--- config.mk ---
export PLATFORM = sky130hd
export DESIGN_NAME = sprite_anim_ctrl
export DESIGN_NICKNAME = d
export VERILOG_FILES = /design/src/rtl/sprite_pkg.sv /design/src/rtl/sprite_anim_counter.sv /design/src/rtl/sprite_anim_ctrl.sv
export SDC_FILE = /design/constraint.sdc
export NUM_CORES = 1
export LEC_CHECK = 0
export CAP_MARGIN = 30
export CELL_PAD_IN_SITES_DETAIL_PLACEMENT = 1
export CELL_PAD_IN_SITES_GLOBAL_PLACEMENT = 1
export CORE_MARGIN = 4
export CORE_UTILIZATION = 31
export CTS_CLUSTER_DIAMETER = 60
export CTS_CLUSTER_SIZE = 8
export DETAILED_ROUTE_END_ITERATION = 7
export HOLD_SLACK_MARGIN = 0.12
export PLACE_DENSITY = 0.82
export SYNTH_ARGS = -nofsm -noshare
export SYNTH_HDL_FRONTEND = slang
export SYNTH_SLANG_ARGS = --single-unit
--- constraint.sdc ---
create_clock -name clk -period 2.8 [get_ports clk]
set_input_delay 0.56 -clock clk [delete_from_list [all_inputs] [get_ports clk]]
set_output_delay 0.56 -clock clk [all_outputs]
set_load 0.01 [all_outputs]
--- src/rtl/sprite_pkg.sv ---
// Shared constants and register map for the sprite animation controller.
package sprite_pkg;

    localparam int DATA_WIDTH = 12;
    localparam int ADDR_WIDTH = 10;
    localparam int SPRITE_DIM = 32;
    localparam logic [11:0] KEY_COLOR = 12'hF0F;

    // Width of the stored part of the ctrl register (bit 12 is a write-only strobe)
    localparam int CTRL_W = 12;

    typedef enum logic [1:0] {
        REG_OX   = 2'd0,
        REG_OY   = 2'd1,
        REG_CTRL = 2'd2,
        REG_PIX  = 2'd3
    } reg_addr_e;

endpackage

--- src/rtl/sprite_anim_counter.sv ---
// Frame/tick counter: steps the displayed animation frame on video-frame
// boundaries only, so the read frame never changes in the middle of a frame.
module sprite_anim_counter (
    input  logic       clk,
    input  logic       reset_n,
    input  logic       frame_tick,
    input  logic       anim_en,
    input  logic [5:0] period,
    input  logic [1:0] last_frame,
    output logic [1:0] frame
);

    logic [5:0] tick_cnt;

    // Count frame ticks; every (period+1)-th tick advances the frame, wrapping after last_frame.
    // ctrl fields arrive from registers, so a ctrl write landing on a tick is seen one cycle late.
    always_ff @(posedge clk) begin
        if (!reset_n) begin
            tick_cnt <= '0;
            frame    <= '0;
        end else if (!anim_en) begin
            tick_cnt <= '0;
        end else if (frame_tick) begin
            if (tick_cnt == period) begin
                tick_cnt <= '0;
                frame    <= (frame >= last_frame) ? 2'd0 : frame + 2'd1;
            end else begin
                tick_cnt <= tick_cnt + 6'd1;
            end
        end
    end

endmodule

--- src/rtl/sprite_anim_ctrl.sv ---
// Sprite animation controller: bus register file, sprite RAM write port,
// frame animation and a 2-stage pixel pipeline with colour-key transparency.
module sprite_anim_ctrl #(
    parameter int DATA_WIDTH = sprite_pkg::DATA_WIDTH,
    parameter int ADDR_WIDTH = sprite_pkg::ADDR_WIDTH,
    parameter logic [DATA_WIDTH-1:0] KEY_COLOR = sprite_pkg::KEY_COLOR
) (
    input  logic                  clk,
    input  logic                  reset_n,
    input  logic                  cs,
    input  logic                  write,
    input  logic [1:0]            addr,
    input  logic [31:0]           wr_data,
    output logic [31:0]           rd_data,
    input  logic [10:0]           x,
    input  logic [10:0]           y,
    input  logic                  frame_tick,
    output logic                  ram_we,
    output logic [ADDR_WIDTH-1:0] ram_addr_w,
    output logic [DATA_WIDTH-1:0] ram_din,
    output logic [1:0]            ram_wr_frame,
    output logic [ADDR_WIDTH-1:0] ram_addr_r,
    output logic [1:0]            ram_frame_sel,
    input  logic [DATA_WIDTH-1:0] ram_dout,
    output logic                  sprite_on,
    output logic [DATA_WIDTH-1:0] sprite_rgb
);

    import sprite_pkg::*;

    logic                  bus_wr;
    logic [10:0]           origin_x;
    logic [10:0]           origin_y;
    logic [CTRL_W-1:0]     ctrl_q;
    logic [ADDR_WIDTH-1:0] wptr;
    logic [1:0]            frame;
    logic [10:0]           xr;
    logic [10:0]           yr;
    logic                  in_box;
    logic                  in_d1;
    logic                  in_d2;
    logic [DATA_WIDTH-1:0] ram_dout_q;
    logic                  unused_wr_bits;

    assign bus_wr = cs && write;
    assign unused_wr_bits = ^wr_data[31:13];

    // Bus register writes and the one-cycle RAM write pulse that follows a pixel write.
    always_ff @(posedge clk) begin
        if (!reset_n) begin
            origin_x     <= '0;
            origin_y     <= '0;
            ctrl_q       <= '0;
            wptr         <= '0;
            ram_we       <= 1'b0;
            ram_addr_w   <= '0;
            ram_din      <= '0;
            ram_wr_frame <= '0;
        end else begin
            ram_we <= 1'b0;
            if (bus_wr) begin
                case (reg_addr_e'(addr))
                    REG_OX:   origin_x <= wr_data[10:0];
                    REG_OY:   origin_y <= wr_data[10:0];
                    REG_CTRL: begin
                        ctrl_q <= wr_data[CTRL_W-1:0];
                        if (wr_data[12]) begin
                            wptr <= '0;
                        end
                    end
                    REG_PIX: begin
                        ram_we       <= 1'b1;
                        ram_addr_w   <= wptr;
                        ram_din      <= wr_data[DATA_WIDTH-1:0];
                        ram_wr_frame <= ctrl_q[11:10];
                        wptr         <= wptr + 1'b1;
                    end
                    default: ;
                endcase
            end
        end
    end

    // Register readback; addr 3 reports the write pointer and the displayed frame.
    always_comb begin
        rd_data = '0;
        case (reg_addr_e'(addr))
            REG_OX:   rd_data = 32'(origin_x);
            REG_OY:   rd_data = 32'(origin_y);
            REG_CTRL: rd_data = 32'(ctrl_q);
            REG_PIX:  rd_data = (32'(wptr) << 16) | 32'(frame);
            default:  rd_data = '0;
        endcase
    end

    sprite_anim_counter u_anim (
        .clk        (clk),
        .reset_n    (reset_n),
        .frame_tick (frame_tick),
        .anim_en    (ctrl_q[1]),
        .period     (ctrl_q[7:2]),
        .last_frame (ctrl_q[9:8]),
        .frame      (frame)
    );

    assign ram_frame_sel = frame;

    // Sprite-relative coordinates; the subtraction wraps so pixels left/above the origin fall outside.
    assign xr     = x - origin_x;
    assign yr     = y - origin_y;
    assign in_box = ctrl_q[0] && (xr < 11'(SPRITE_DIM)) && (yr < 11'(SPRITE_DIM));

    // Pixel pipeline: stage 1 launches the RAM read address, stage 2 captures the returned colour.
    always_ff @(posedge clk) begin
        if (!reset_n) begin
            ram_addr_r <= '0;
            in_d1      <= 1'b0;
            in_d2      <= 1'b0;
            ram_dout_q <= '0;
        end else begin
            ram_addr_r <= ADDR_WIDTH'({yr[4:0], xr[4:0]});
            in_d1      <= in_box;
            in_d2      <= in_d1;
            ram_dout_q <= ram_dout;
        end
    end

    // Key-coloured pixels are transparent; the colour output is blanked whenever the sprite is off.
    always_comb begin
        sprite_on  = in_d2 && (ram_dout_q != KEY_COLOR);
        sprite_rgb = sprite_on ? ram_dout_q : '0;
    end

endmodule
## Yosys cells after proc, flatten, opt, wreduce, memory -nomap -nowiden

Cells that the tools add are included.
W data, S select, Z words.

- Bitwise operators: 1
- Shift-type cells: 0
- Muxes and demuxes: 7
- Equality and inequality tests: 6
- Order comparisons: 3
- Div/mod/pow operators: 0
- Add/subtract/negate cells: 5
- $mul: 0
- Reduce and logical (&&, ||, !) cells: 14

Operators by type and width:

| kind | number |
|---|---|
| $pmux W32 S4 | 1 |
| $or A26 B2 Y26 | 1 |
| $lt A11 B6 Y1 const B | 2 |
| $sub A11 B11 Y11 | 2 |
| $pmux W10 S2 | 1 |
| $mux W12 | 1 |
| $ne A12 B12 Y1 const B | 1 |
| $reduce_and A2 Y1 | 6 |
| $add A10 B1 Y10 const B | 1 |
| $mux W10 | 1 |
| $add A6 B1 Y6 const B | 1 |
| $eq A6 B6 Y1 | 1 |
| $mux W6 | 1 |
| $reduce_and A3 Y1 | 2 |
| $eq A2 B2 Y1 const B | 2 |
| $logic_and A1 B1 Y1 | 4 |
| $add A2 B1 Y2 const B | 1 |
| $eq A2 B1 Y1 const B | 1 |
| $ge A2 B2 Y1 | 1 |
| $logic_not A2 Y1 | 1 |
| $mux W2 | 1 |
| $ne A2 B2 Y1 const B | 1 |
| $reduce_bool A2 Y1 | 1 |
| $mux W1 | 1 |

- Flip-flop bits (word level): 101
- Latch bits: 0
- Memories: 0
- Bits in writable memories: 0
- Word-level logic and storage cells: 50
- Bits in read-only memories: 0

## Logic depth before layout (Yosys ltp)

Gate-level depths: netlist (run 1).

- Depth after elaboration: 4
- Gate-level depth with buffers: 10
- Depth with buffers taken out: 10

## Cells and area by module

A second synthesis (run 1) with hierarchy kept.

- Cells, all modules: 627
- Area total of the unflattened synthesis: 5151.2 um^2

By module, submodules not included:

| module | cells an instance | times used | area each (um^2) |
|---|---|---|---|
| sprite_anim_ctrl | 577 | 1 | 4608.2 |
| sprite_anim_counter | 50 | 1 | 543.0 |

## Worst setup path after synthesis (run 1)

No wires, ideal clock.

- Kind: input-to-reg
- Start point: input port y[0]
- End point: register in_d1
- Path slack: 7 ps
- Path buffers: 0
- Arrival time: 2705 ps
- Library setup time: 88 ps
- Stages on the path: 10
- Data required time: 2712 ps
- Cell sequence: inv_1 -> ha_1 -> fa_1 -> nand2b_1 -> a21oi_1 -> a22oi_1 -> mux2i_1 -> a21o_2 -> or4_1 -> nor4_2

- Cells in the longest elaborated chain, start to end: 3

Ends and longest elaborated chain:

| what | RTL line | source |
|---|---|---|
| from (decl) | sprite_anim_ctrl.sv:16 | `input logic [10:0] y,` |
| $sub A11 B11 Y11 | sprite_anim_ctrl.sv:110 | `assign yr = y - origin_y;` |
| $lt A11 B6 Y1 | sprite_anim_ctrl.sv:111 | `assign in_box = ctrl_q[0] && (xr < 11'(SPRITE_DIM)) && (yr < 11'(SPRITE_DIM));` |
| $logic_and A1 B1 Y1 | sprite_anim_ctrl.sv:111 |  |
| to (signal assigned) | sprite_anim_ctrl.sv:122 | `in_d1 <= in_box;` |
| to (decl) | sprite_anim_ctrl.sv:40 | `logic in_d1;` |

No other way between the ends.
A chain may end at the register's enable or synchronous reset.

## Worst setup path after layout (run 1)

- Start point: input port addr[0]
- End point: output port rd_data[1]

- Cells in the longest elaborated chain, start to end: 2

Ends and longest elaborated chain:

| what | RTL line | source |
|---|---|---|
| from (decl) | sprite_anim_ctrl.sv:12 | `input logic [1:0] addr,` |
| $eq A2 B2 Y1 (tied with other cells) | sprite_anim_ctrl.sv:87 | `case (reg_addr_e'(addr))` |
| $pmux W32 S4 * | sprite_anim_ctrl.sv:87 |  |
| to (decl) | sprite_anim_ctrl.sv:14 | `output logic [31:0] rd_data,` |

Every way passes the cells marked *; elsewhere a longest branch is shown, timed or not. The select of a mux whose other input is x is not followed.

==> run_results.csv, run 1 <==
group,metric,value,unit
outcome,status,"completed",
placement,place.detailed.instances,1003,
critical_path,end_kind,"output port",
power_and_ir_drop,power_frac_comb,0.152,
placement,gp_congestion,0.831,
critical_path,crit_start,"addr[0]",
cts,clockRootBuffer,"clkbuf_16",
final_layout,antenna_cells,0,
synth,post-synth-top-count-cell,"nand2_1",
critical_path,critPathKind,"in2out",
synth,netlist_area,5090,µm²
floorplanning,io_pins,155,
critical_path,ff2ff_path_depth,9,
cts,clk_pin_slew,70,ps
worst_hold_path,worstHoldStart,"ram_din[11]$_SDFFE_PN0P_",
critical_path,worstReg2RegEnd,"in_d1$_SDFF_PN0_",
routing,dr.pass1.iters,4,
synth,synthDistinctLibCells,57,
timing,fin_crit_sh,0.984,
synth,ys_ff_latch,101,
power_and_ir_drop,ir_drop,365,µV
synth,synthCells,641,
flow_run,drv_cap,0,
timing,setup_slack,43.9,ps
critical_path,critPathLaunchType,"primary input",
placement,io_buffers,125,
synth,ys.flop_type,"dfxtp_1",
placement,place_ws,-721,ps
power_and_ir_drop,p_leak,0.00285,µW
power_and_ir_drop,netSwitchingPower,879,µW
synth,synth.area.top_cells,"dfxtp_1 (40%), nand2_1 (11%), a21oi_1 (7.3%)",
global_routing,grt_pass1_wl,26900,µm
global_routing,grt_pass1_vias,5178,
timing,report.final.slew_viol_count,0,
timing,min_period,2760,ps
timing,rsz0062_at_grt,"false",
global_routing,antenna_found_initial,0,
power_and_ir_drop,clkPwrFrac,0.401,
critical_path,path_max_fanout,6,
global_routing,grt_max_degree,65,
routing,drtAntennaViolNets,0,
final_layout,area_delta_synth_final,43.0,%
timing,relSlewSlack,0.637,
final_layout,fin_cells,1024,
cts,cts_buffers,9,
critical_path,arrival,2200,ps
synth,synth-seq-area-share,0.397,
timing,setup_violations,0,
worst_hold_path,hold_depth,2,
routing,avgRoutedWirePerCell,16.1,µm
timing,hold_violations,0,
synth,synth_edf_count,0,
routing,vias,4923,
power_and_ir_drop,sw_frac_of_total,0.263,
global_routing,track_usage,0.185,
routing,drtIter0Drc,254,
final_layout,fin_nets,902,
power_and_ir_drop,p_seq_frac,0.446,
floorplanning,dieArea,18500,µm²
final_layout,fill_cells,1966,
cts,cts_buffer_depth,2,
cts,clock-sinks,101,
floorplanning,die_width,136,µm
placement,hpwl,12700,µm
cts,cts_tree,"done",
routing,routed_wl,16500,µm
power_and_ir_drop,p_int,2460,µW
floorplanning,start_util,0.318,
timing,fin_worst_skew,5.71,ps
global_routing,overflow,0,
worst_hold_path,hold_path_end,"ram_din[11]$_SDFFE_PN0P_",
timing,worstMarginPinSlew,543,ps
floorplanning,core_region_area,16000,µm²
cts,cts_max_level,3,
synth,async_flop_share,0,
synth,ys.warnings.count,0,
floorplanning,fp.dieH,136,µm
worst_hold_path,hold_class,"reg2reg",
power_and_ir_drop,power_density,459,nW/µm²
synth,synth_top_area_frac,0.397,
timing,max_freq,363,MHz
cts,clock_latency,360,ps
final_layout,drive_gt1_frac,0.113,
timing,holdWs,457,ps
synth,avgSynthCellArea,7.94,µm²
final_layout,post-route-util,0.455,
critical_path,r2r_slack,310,ps
synth,synth_common_cells,"nand2_1 (146), dfxtp_1 (101), a21oi_1 (74), nor2_1 (43), inv_1 (30)",
synth,yosys.area.top_type,"dfxtp_1",
critical_path,r2r_start,"origin_x[0]$_SDFFE_PN0P_",
floorplanning,rows,46,
critical_path,crit_required,2240,ps
routing,vias_per_cell,4.81,
routing,drc_errors,0,
[per-layer routing]
layer	GRT usage	share of wire	vias up
met5	0	0	-
met2	0.321	0.49	118
met3	0.0563	0.063	9
met4	0.0420	0.0093	0
met1	0.224	0.44	2347
li1	-	-	2449
[metrics by stage]
step | cell area, µm² | total power [µW] | setup TNS (ps)
3_5_place_dp | 6870 | 2020 | -732
2_1_floorplan | 5120 | 1770 | 0
6_report | 7280 | 3340 | 0
3_3_place_gp | 6870 | 2010 | -632
5_1_grt | 7280 | 3500 | 0
4_1_cts | 7250 | 3380 | 0
[layout by cell type (no fill, tap or decap), types with 3 or more instances in the layout]
master	count
nand4_1	7
mux2i_1	14
clkdlybuf4s50_1	118
nand2b_1	4
buf_12	3
nand3b_1	3
and3_1	14
ha_1	22
dlymetal6s2s_1	4
a21oi_1	73
xnor2_1	8
nor3_1	7
a211oi_1	4
buf_4	51
o21ai_1	16
dlygate4sd2_1	3
inv_1	30
conb_1	10
o21ai_0	5
xor2_1	20
nand2_1	146
clkbuf_16	9
dfxtp_1	101
and2_1	28
nand3_1	5
nor2b_1	5
nor2_1	43
[state kept, by name, indices dropped and copies added (netlist names)]
register and cells:
ctrl_q 12, ram_din 12, ram_dout_q 12, origin_x 11, origin_y 11, ram_addr_r 10
ram_addr_w 10, wptr 10, u_anim.tick_cnt 6, ram_wr_frame 2, u_anim.frame 2, in_d1 1
in_d2 1, ram_we 1
[worst max-delay path: stages]
cell             delay, ps
clkdlybuf4s50_1        460
buf_4                  170
mux4_2                 500
clkdlybuf4s50_1        500
[cell families after synthesis]
kind of cell,share of synthesized area
compound gates,0.140
xor+xnor,0.0482
fa+ha+maj,0.0669
buf+inv,0.0578
flops,0.397
mux,0.0386
other cells,0.000737
simple gates,0.250
[final cells by class]
| class | count | area [µm²] | share of cell area |
|---|---|---|---|
| sequential | 101 | 2020 | 0.278 |
| inverter | 31 | 116 | 0.0160 |
| multi-input combinational | 481 | 2850 | 0.392 |
| clock inverter | 6 | 77.6 | 0.0107 |
| tap | 216 | 270 | 0.0371 |
| timing repair buffer | 179 | 1700 | 0.234 |
| clock buffer | 10 | 239 | 0.0328 |
[how the worst max path moves through the flow]
stage               depth (start not counted)                to
floorplan                                  10  in_d1$_SDFF_PN0_
global placement                           11  in_d1$_SDFF_PN0_
detailed placement                         11  in_d1$_SDFF_PN0_
CTS                                        11  in_d1$_SDFF_PN0_
global route                               11  in_d1$_SDFF_PN0_
finish                                      4        rd_data[1]
[power by group through the flow]
stage                     logic, µW  clock network [µW]  registers, µW
after floorplan                 243                   0           1530
after global placement          483                   0           1520
after detailed placement        495                   0           1530
after CTS                       510                1370           1490
after global routing            560                1440           1500
final                           510                1340           1490
[what timing repair did]
| item | in CTS | in global routing |
|---|---|---|
| gates resized for setup | 12 | 5 |
| pin swaps | 7 | 4 |
| hold buffers | 0 | 0 |
| buffers inserted | 4 | 1 |
| setup endpoints to repair | 3 | 5 |
(Power assumes the default switching activity.)
==> inputs of run 2 (changes only) <==
- ABC_AREA: default -> 1
- CORE_MARGIN: 4 -> 2
- CORE_UTILIZATION: 31 -> 30
==> run 2 against run 1 <==
Effect of this change:
- via count up 8.8%
- critical endpoint is now rd_data[3]
- clock power down 8%
- clock-buffer cell count fell by 1
- setup slack better by 120 ps
- register-to-register slack improved by 310 ps
- flip-flop and latch count unchanged
- total power fell by 1.4%
- die area up 1.2%
- hold slack worse by 40 ps
- critical path depth rose by 2
==> run_results.csv, run 2 <==
group,metric,value,unit
outcome,status,"completed",
final_layout,layout_common_cells,"nand2_1 (159), nor2_1 (129), clkdlybuf4s50_1 (119)",
routing,drc_errors,0,
timing,min_period,2640,ps
synth,netlist_area,5300,µm²
final_layout,fin_cells,1138,
synth,synth.area.top_cells,"dfxtp_1 (38%), nand2_1 (11%), nor2_1 (9.2%)",
power_and_ir_drop,p_leak,0.00313,µW
power_and_ir_drop,clkPwrFrac,0.374,
final_layout,fin_nets,1007,
synth,synthCells,773,
timing,worstMarginPinSlew,734,ps
timing,fin_worst_skew,6.48,ps
global_routing,grt_pass1_wl,27100,µm
floorplanning,core_region_area,17300,µm²
worst_hold_path,hold_depth,2,
routing,drtIter0Drc,192,
power_and_ir_drop,p_seq_frac,0.457,
power_and_ir_drop,p_int,2340,µW
timing,fin_crit_sh,0.943,
global_routing,track_usage,0.186,
synth,synth_common_cells,"nand2_1 (160), nor2_1 (130), inv_1 (114), dfxtp_1 (101), o21ai_0 (57)",
placement,hpwl,13500,µm
floorplanning,io_pins,155,
cts,clk_pin_slew,70,ps
timing,max_freq,379,MHz
timing,setup_violations,0,
global_routing,grt_pass1_vias,5377,
placement,io_buffers,125,
placement,place_ws,-133,ps
global_routing,grt_max_degree,72,
critical_path,crit_required,2240,ps
synth,synth-seq-area-share,0.381,
timing,rsz0062_at_grt,"false",
synth,synth_top_area_frac,0.381,
routing,dr.pass1.iters,4,
cts,clock_latency,360,ps
final_layout,area_delta_synth_final,34.4,%
power_and_ir_drop,power_frac_comb,0.169,
cts,cts_tree,"done",
routing,avgRoutedWirePerCell,15.1,µm
critical_path,end_kind,"output port",
power_and_ir_drop,netSwitchingPower,959,µW
power_and_ir_drop,power_density,463,nW/µm²
worst_hold_path,hold_class,"reg2reg",
global_routing,antenna_found_initial,0,
placement,gp_congestion,0.899,
placement,place.detailed.instances,1122,
final_layout,largest_registers,"ctrl_q: 12 flops, ram_din: 12 flops, ram_dout_q: 12 flops",
synth,yosys.area.top_type,"dfxtp_1",
synth,async_flop_share,0,
synth,synthDistinctLibCells,38,
synth,ys.warnings.count,0,
floorplanning,die_width,137,µm
cts,clock-sinks,101,
cts,cts_buffer_depth,2,
timing,report.final.slew_viol_count,0,
routing,vias,5355,
cts,clockRootBuffer,"clkbuf_16",
routing,vias_per_cell,4.71,
flow_run,drv_cap,0,
critical_path,path_max_fanout,5,
cts,ctsHoldBuffers,0,
floorplanning,dieArea,18700,µm²
timing,hold_violations,0,
critical_path,critPathLaunchType,"primary input",
cts,cts_max_level,3,
cts,cts_buffers,9,
floorplanning,start_util,0.306,
power_and_ir_drop,sw_frac_of_total,0.291,
floorplanning,rows,48,
critical_path,critPathKind,"in2out",
floorplanning,fp.dieH,137,µm
final_layout,drive_gt1_frac,0.0613,
synth,avgSynthCellArea,6.86,µm²
synth,synth_edf_count,0,
synth,post-synth-top-count-cell,"nand2_1",
routing,drtAntennaViolNets,0,
final_layout,antenna_cells,0,
timing,relSlewSlack,0.510,
final_layout,final_common_cell,"nand2_1",
timing,setup_slack,160,ps
routing,routed_wl,17200,µm
critical_path,arrival,2080,ps
synth,ys.flop_type,"dfxtp_1",
synth,ys_ff_latch,101,
global_routing,overflow,0,
power_and_ir_drop,ir_drop,241,µV
critical_path,ff2ff_path_depth,11,
-- run 2: final timing paths --
check                                               from  slack [ps]          endpoint
worst max-delay path                             addr[1]         160        rd_data[3]
worst max register to register  origin_y[0]$_SDFFE_PN0P_         620  in_d1$_SDFF_PN0_
worst min register to register          in_d1$_SDFF_PN0_         420  in_d2$_SDFF_PN0_
worst min-delay path                    in_d1$_SDFF_PN0_         420  in_d2$_SDFF_PN0_
-- run 2: routing by layer --
layer | track usage | wire length, µm | vias to the layer above
met5 | 0 | 0 | -
met4 | 0.0521 | 252 | 0
met3 | 0.0411 | 779 | 16
met2 | 0.321 | 8350 | 101
met1 | 0.232 | 7800 | 2551
li1 | - | - | 2687
-- run 2: logic make-up after synthesis --
group                      after synthesis  share of synthesized area
other                                    1                   0.000707
AOI/OAI and AO/OA                      126                      0.131
adders and majority gates               26                     0.0642
DFF                                    101                      0.381
buffers and inverters                  151                      0.118
and+or+nand+nor                        355                      0.283
xor gates and xnor gates                13                     0.0215
-- run 2: power by group through the flow --
stage | registers (µW) | logic [µW] | clock network, µW
after global placement | 1540 | 544 | 0
after CTS | 1510 | 560 | 1270
after detailed placement | 1540 | 559 | 0
after floorplan | 1540 | 305 | 0
after global routing | 1510 | 625 | 1320
final | 1510 | 556 | 1230
-- run 2: worst max-delay path: stages --
cell and delay [ps]:
dlygate4sd2_1 360, inv_2 80, nor2_4 140, inv_2 80
o221ai_1 260, clkdlybuf4s50_1 600
-- run 2: metrics by stage --
| step | instance area [µm²] | hold slack (ps) | TNS (ps) | util | total power [µW] |
|---|---|---|---|---|---|
| finish | 7120 | 416 | 0 | 0.412 | 3290 |
| global route | 7120 | 435 | 0 | 0.412 | 3460 |
| CTS | 7120 | 424 | 0 | 0.412 | 3330 |
| detailed placement | 6840 | 402 | -1030 | 0.396 | 2100 |
| global placement | 6840 | 401 | -628 | 0.396 | 2080 |
| floorplan | 5340 | 390 | 0 | - | 1850 |
-- run 2: what timing repair did --
action                                 CTS  global route
resized for setup                        6             1
cloned                                   0             0
buffers inserted                         0             0
setup endpoints to repair               19            12
endpoints found under the hold margin    0             0
-- run 2: layout make-up --
class | count | area, µm²
clock buffer | 9 | 225
clock inverter | 7 | 57.6
fill | 2195 | 10200
inverter | 122 | 460
multi-input combinational | 530 | 2690
sequential | 101 | 2020
tap | 225 | 282
timing repair buffer | 144 | 1380
==> inputs of run 3 (changes only) <==
- REMOVE_ABC_BUFFERS: default -> 1
==> run 3 against run 2 <==
Effect of this change:
- critical path depth is 1 lower
- hold slack better by 11 ps
- die area stayed put
- clock-buffer cell count is 2 higher
- final cell count is 0.26% lower
- final area is 0.19% higher
- register-to-register slack better by 170 ps
- setup slack worse by 63 ps
- clock power hardly changed
- non-clock buffer count is 3 lower
- combinational power hardly changed
- critical path type unchanged
- largest cell class unchanged
- highest routed layer unchanged
==> run_results.csv, run 3 (synthesis results as in run 2) <==
group,metric,value,unit
timing,report.final.slew_viol_count,0,
cts,cts_tree,"done",
global_routing,grt_pass1_wl,27200,µm
power_and_ir_drop,ir_drop,288,µV
timing,fin_worst_skew,5.50,ps
worst_hold_path,hold_depth,2,
cts,clock-sinks,101,
routing,dr.pass1.iters,5,
critical_path,arrival,2140,ps
outcome,status,"completed",
final_layout,multi_input_area,2710,µm²
final_layout,drive_gt1_frac,0.0604,
floorplanning,rows,48,
cts,clock_latency,360,ps
floorplanning,fp.dieH,137,µm
critical_path,r2r_start,"origin_y[0]$_SDFFE_PN0P_",
floorplanning,io_pins,155,
timing,setup_tns,0,ps
worst_hold_path,hold_class,"reg2reg",
final_layout,fill_cells,2221,
routing,avgRoutedWirePerCell,15.3,µm
timing,worstMarginPinSlew,865,ps
routing,vias,5310,
critical_path,crit_start,"addr[0]",
cts,ctsHoldBuffers,0,
critical_path,crit_chain,"clkdlybuf4s50_1 -> nand2_1 -> buf_4 -> nor2_1 -> clkdlybuf4s50_1",
timing,holdWs,427,ps
power_and_ir_drop,power_density,458,nW/µm²
routing,drtIter0Drc,173,
timing,min_period,2700,ps
final_layout,fin_cells,1135,
global_routing,overflow,0,
critical_path,worstReg2RegEnd,"in_d1$_SDFF_PN0_",
global_routing,grt_max_degree,49,
routing,drc_errors,0,
critical_path,critPathKind,"in2out",
timing,hold_violations,0,
final_layout,post-route-util,0.413,
critical_path,r2r_slack,790,ps
placement,io_buffers,125,
global_routing,grt_pass1_vias,5388,
final_layout,fin_nets,1004,
placement,gp_congestion,0.830,
flow_run,drv_cap,0,
critical_path,worstSetupEndpoint,"rd_data[18]",
timing,relSlewSlack,0.423,
critical_path,worst_path_largest_cell_delay,550,ps
floorplanning,die_width,137,µm
timing,rsz0062_at_grt,"false",
timing,fin_crit_sh,0.965,
global_routing,track_usage,0.188,
timing,setup_violations,0,
critical_path,ff2ff_path_depth,11,
routing,vias_per_cell,4.68,
cts,post_cts_buffers,0,
placement,hpwl,13300,µm
critical_path,crit_top_cell,"clkdlybuf4s50_1",
final_layout,area_delta_synth_final,34.6,%
cts,clockRootBuffer,"clkbuf_16",
final_layout,seqCellArea,2020,µm²
cts,cts_max_level,3,
global_routing,antenna_found_initial,0,
final_layout,layout_common_cells,"nand2_1 (159), nor2_1 (129), inv_1 (114)",
critical_path,critPathSlowestCell,"clkdlybuf4s50_1",
final_layout,largest_registers,"ctrl_q: 12 flops, ram_din: 12 flops, ram_dout_q: 12 flops",
floorplanning,start_util,0.306,
final_layout,antenna_cells,0,
cts,clk_pin_slew,70,ps
routing,drtAntennaViolNets,0,
routing,routed_wl,17400,µm
critical_path,path_max_fanout,11,
critical_path,critPathLaunchType,"primary input",
final_layout,final_common_cell,"nand2_1",
floorplanning,core_region_area,17300,µm²
critical_path,crit_required,2240,ps
timing,max_freq,370,MHz
cts,cts_buffers,9,
placement,place.detailed.instances,1119,
critical_path,end_kind,"output port",
floorplanning,dieArea,18700,µm²
cts,cts_buffer_depth,2,
power_and_ir_drop,p_leak,0.00332,µW
-- run 3: repair_timing --
action / CTS / global route
pin swaps: 0 / 0
endpoints found under the setup margin: 12 / 18
resized for setup: 17 / 9
-- run 3: metrics by stage --
stage	cell area [µm²]	worst slack [ps]	power, µW
floorplan	5170	883	1820
global placement	6830	-93.6	2080
detailed placement	6830	-119	2090
CTS	7110	46.9	3310
global route	7140	26.8	3430
finish	7140	97.1	3270
-- run 3: worst min-delay path by stage --
stage	start	to	slack, ps
6_report	in_d1$_SDFF_PN0_	in_d2$_SDFF_PN0_	430
5_1_grt	in_d1$_SDFF_PN0_	in_d2$_SDFF_PN0_	450
4_1_cts	in_d1$_SDFF_PN0_	in_d2$_SDFF_PN0_	430
3_5_place_dp	in_d1$_SDFF_PN0_	in_d2$_SDFF_PN0_	420
3_3_place_gp	in_d1$_SDFF_PN0_	in_d2$_SDFF_PN0_	400
2_1_floorplan	in_d1$_SDFF_PN0_	in_d2$_SDFF_PN0_	390
-- run 3: where the power goes --
group / switching [µW] / total, µW / internal (µW)
registers: 21.8 / 1510 / 1480
logic: 318 / 553 / 235
clock network: 577 / 1210 / 630
total: 917 / 3270 / 2350
-- run 3: critical path, delay by kind of cell --
family,cells,cell delay [ps]
buf+inv,3,1320
simple gates,2,270
-- run 3: cell type report --
type	count	share of cell area
clock buffer	11	0.0340
clock inverter	5	0.00491
inverter	122	0.0645
multi-input combinational	530	0.380
sequential	101	0.283
tap	225	0.0394
timing repair buffer	141	0.194
-- run 3: routing by layer --
| layer | part of all wire | track usage |
|---|---|---|
| met2 | 0.48 | 0.329 |
| met5 | 0 | 0 |
| met1 | 0.44 | 0.221 |
| met3 | 0.047 | 0.0385 |
| met4 | 0.027 | 0.0842 |
